===== config.mk =====
export PLATFORM = sky130hd
export DESIGN_NAME = day7_piso_serializer
export DESIGN_NICKNAME = d
export VERILOG_FILES = /design/src/rtl/day7_piso_serializer.sv
export SDC_FILE = /design/constraint.sdc
export NUM_CORES = 1
export LEC_CHECK = 0
export ABC_AREA = 1
export CAP_MARGIN = 20
export CORE_AREA = 2 2 39 41
export DETAILED_ROUTE_END_ITERATION = 7
export DIE_AREA = 0 0 41 43
export SYNTH_ARGS = -nofsm -noshare
export SYNTH_HDL_FRONTEND = slang
export SYNTH_SLANG_ARGS = --single-unit
export TNS_END_PERCENT = 10

===== constraint.sdc =====
create_clock -name i_clk -period 1.2 [get_ports i_clk]
set_clock_uncertainty 0.2 [all_clocks]
set_input_delay 0.12 -clock i_clk [delete_from_list [all_inputs] [get_ports i_clk]]
set_output_delay 0.12 -clock i_clk [all_outputs]
set_load 0.02 [all_outputs]

===== src/rtl/day7_piso_serializer.sv =====
// Parallel-in/serial-out serializer: takes a word over valid/ready and shifts it out
// one bit per enabled clock, with back-to-back reload on the last bit.
module day7_piso_serializer #(
    parameter int WIDTH     = 4,
    parameter bit MSB_FIRST = 1'b1
) (
    input  logic             i_clk,
    input  logic             i_rst_n,
    input  logic             i_load_valid,
    output logic             o_load_ready,
    input  logic [WIDTH-1:0] i_data_in,
    input  logic             i_shift_en,
    output logic             o_serial_out,
    output logic             o_serial_valid,
    output logic             o_busy,
    output logic             o_done
);

    // state   | meaning
    // S_IDLE  | no word on the line, ready for a new one
    // S_SHIFT | shifting a word out, one bit per enabled edge
    typedef enum logic {S_IDLE = 1'b0, S_SHIFT = 1'b1} state_t;

    localparam int CW = $clog2(WIDTH);
    localparam logic [CW-1:0] LAST_CNT = CW'(WIDTH - 1);

    state_t           r_state;
    state_t           w_state_nxt;
    logic [WIDTH-1:0] r_shreg;
    logic [CW-1:0]    r_cnt;
    logic             r_done;
    logic             w_last;
    logic             w_accept;
    logic [WIDTH-1:0] w_shifted;

    // Last-bit edge frees the slot so a waiting word can follow with no gap.
    assign w_last       = (r_state == S_SHIFT) && (r_cnt == LAST_CNT) && i_shift_en;
    assign o_load_ready = (r_state == S_IDLE) || w_last;
    assign w_accept     = i_load_valid && o_load_ready;
    assign w_shifted    = MSB_FIRST ? {r_shreg[WIDTH-2:0], 1'b0} : {1'b0, r_shreg[WIDTH-1:1]};

    always_ff @(posedge i_clk or negedge i_rst_n) begin
        if (!i_rst_n) begin
            r_state <= S_IDLE;
        end else begin
            r_state <= w_state_nxt;
        end
    end

    always_comb begin
        w_state_nxt = r_state;
        case (r_state)
            S_IDLE:  if (w_accept) w_state_nxt = S_SHIFT;
            S_SHIFT: if (w_last && !w_accept) w_state_nxt = S_IDLE;
            default: w_state_nxt = S_IDLE;
        endcase
    end

    always_comb begin
        o_busy         = (r_state == S_SHIFT);
        o_serial_valid = (r_state == S_SHIFT);
        o_serial_out   = 1'b0;
        if (r_state == S_SHIFT) begin
            o_serial_out = MSB_FIRST ? r_shreg[WIDTH-1] : r_shreg[0];
        end
        o_done = r_done;
    end

    always_ff @(posedge i_clk or negedge i_rst_n) begin
        if (!i_rst_n) begin
            r_shreg <= '0;
            r_cnt   <= '0;
            r_done  <= 1'b0;
        end else begin
            r_done <= w_last;
            if (w_accept) begin
                r_shreg <= i_data_in;
                r_cnt   <= '0;
            end else if (w_last) begin
                r_shreg <= '0;
                r_cnt   <= '0;
            end else if ((r_state == S_SHIFT) && i_shift_en) begin
                r_shreg <= w_shifted;
                r_cnt   <= r_cnt + CW'(1);
            end
        end
    end

endmodule


==> out/metrics.yaml <==
wire_per_inst_um: 10.6
hold_path_class: "in2async"
cap_violations: 0
outcome: "finished, violations left"
viasPerCell: 4.26
cts_tree: "yes"
gp_congestion: 0.707
synth.distinct_cells: 11
synth.area.mux_share_pct: 0
start_util_pct: 28.7
yosysWarnings: 0
overflow: 0
power.share.clock_pct: 14.2
die_area_sq_mm: 0.00176
fp-row-count: 14
clock_latency_ns: 0.26
htree_levels: 1
dp_hpwl_um: 803
numPlacedInstances: 85
placed_area_sq_um: 644
synth_seq_cells: 8
p_sw_share_pct: 40.1
nNetsFinal: 85
postRouteAntennaNets: 0
r2r-end: "r_shreg[2]"
setup_viol: 12
synth_top_family_by_area: "simple AND/OR/NAND/NOR gates"
fill_cells: 148
postSynthNetCount: 58
path_class: "reg2out"
antenna_cells: 0
layout_common_cells: "nand2_1 (19), buf_4 (11), clkdlybuf4s50_1 (7), dfrtp_1 (7)"
finalSetupTns_ns: -1.55
hold_viol: 8
startpoint_type: "flop"
design_area_sq_um: 673
seqPwrFrac_pct: 27.7
whs_ns: -0.0652
io_pins: 13
seq_area_frac_synth_pct: 50.5
core_sq_mm: 0.00138
cp.arrival_ns: 1.12
fin_cells: 91
path_max_fanout: 2
final_layout_size_suffix_gt1_share_pct: 42.7
cp.required_ns: 0.88
ir_drop_uv: 863
antenna_found_initial: 0
pwr-share-comb_pct: 58.1
fin_crit_ns: 1.44
grt_max_degree: 9
grt_pass1_wl_mm: 1.60
fin_ws_ns: -0.237
die_h_um: 43
cts_buffers: 3
reg2reg_depth: 8
avgSynthCellArea_sq_um: 8.09
synth_compound_area_share_pct: 1.26
cts-root-buf: "clkbuf_4"
setup.worst_path.start: "r_cnt[1]"
final_common_cell: "nand2_1"
drtPass1Iterations: 2
synth_fa_ha_area_share_pct: 3.15
report.final.slew_viol_count: 0
p_leak_nw: 0.363
drt_wl_total_um: 966
yosys.area_share.simple_pct: 37.2
synth_xor_xnor_area_share_pct: 2.21
cp-end-kind: "output port"
vias: 388
rrSetupSlack_ns: -0.19
regToRegStartpoint: "r_cnt[1]"
grt_pass1_vias: 391
violations: "hold timing, setup timing"
drc: 0
max_slew.worst_pin.slew_ns: 0.373
path_clk_slew_ns: 0.06
p_int_mw: 0.989
port_buffers: 12
syn-cell-area_sq_um: 397
fmax_mhz: 696
grt_usage_pct: 14.2
cts.path.max_buffers: 2
area_delta_synth_final_pct: 69.7
syn_inst: 49
die_w_um: 41
rsz0062_at_grt: "true"
first_iter_violations: 1
slew-limit-headroom_pct: 75.1
cts.sinks: 8
power.switching_mw: 0.662
finalCritPeriodShare_pct: 120
powerDensity_mw_per_mm2: 2450
==> kinds of logic (layout without fill, tap and decap cells) <==
kind of cell,after synthesis,in the layout
compound gates,1,1
xor+xnor,1,1
fa+ha+maj,1,1
buf+inv,5,31
flops,8,8
simple gates,33,33
==> flip-flops by register name, indices dropped and copies added, names as in the netlist <==
name	cells
r_shreg	4
r_cnt	2
o_busy	1
o_done	1
==> worst max-delay path: stages, from the launching register on <==
cell and delay [ns]:
dfrtp_1 0.38, ha_2 0.20, nand3_4 0.09, nand2_8 0.05
buf_6 0.12
==> through the flow <==
| step | setup WS, ns | hold WS, ns | power (mW) | utilization, % |
|---|---|---|---|---|
| floorplan | -0.0796 | -0.376 | 0.989 | - |
| global placement | -0.566 | 0.224 | 1.37 | 46.6 |
| detailed placement | -0.566 | 0.232 | 1.39 | 46.6 |
| CTS | -0.246 | -0.0549 | 1.65 | 48.2 |
| global route | -0.266 | -0.0338 | 1.78 | 48.6 |
| finish | -0.237 | -0.0652 | 1.65 | 48.6 |
==> cell usage after synthesis <==
library cell / number / share of area [%]
dfrtp_1: 8 / 50
xor2_1: 1 / 2.2
ha_1: 1 / 3.2
inv_1: 4 / 3.8
nor2_1: 1 / 0.95
nand3_1: 8 / 10
buf_4: 1 / 1.9
nand2_1: 20 / 19
o21ai_0: 1 / 1.3
nand3_2: 1 / 2.5
nand2_2: 3 / 4.7
==> worst max-delay path by stage <==
stage | endpoint
after CTS | o_load_ready
final | o_load_ready
after floorplan | r_cnt[1]
after global routing | o_load_ready
after detailed placement | o_load_ready
after global placement | o_load_ready
==> layer usage <==
layer	share of wire (%)	global-route usage [%]	wire length (um)
met4	3.1	12.0	30
met1	41	16.9	396
met2	51	21.3	497
met3	4.2	1.57	41
met5	0	0	0
==> final cells by class <==
type                       count  area, sq um  share of cell area, %
timing repair buffer          23          190                   28.3
multi-input combinational     36          220                   32.7
tap                           16         20.0                   2.97
clock buffer                   4         26.3                   3.90
inverter                       4         15.0                   2.23
sequential                     8          201                   29.9
==> timing repair <==
item                       4_1_cts  5_1_grt
setup buffers                    2        0
hold endpoints to repair         8        8
pin swaps                        3        1
setup endpoints to repair       13       12
gates resized for setup         23        3
==> power by group through the flow <==
stage	Clock [mW]	Combinational [mW]	Sequential (mW)
5_1_grt	0.250	1.06	0.467
2_1_floorplan	0	0.478	0.511
4_1_cts	0.240	0.948	0.457
3_3_place_gp	0	0.879	0.492
6_report	0.235	0.959	0.457
3_5_place_dp	0	0.892	0.500
Power figures use the tool's default switching activity.
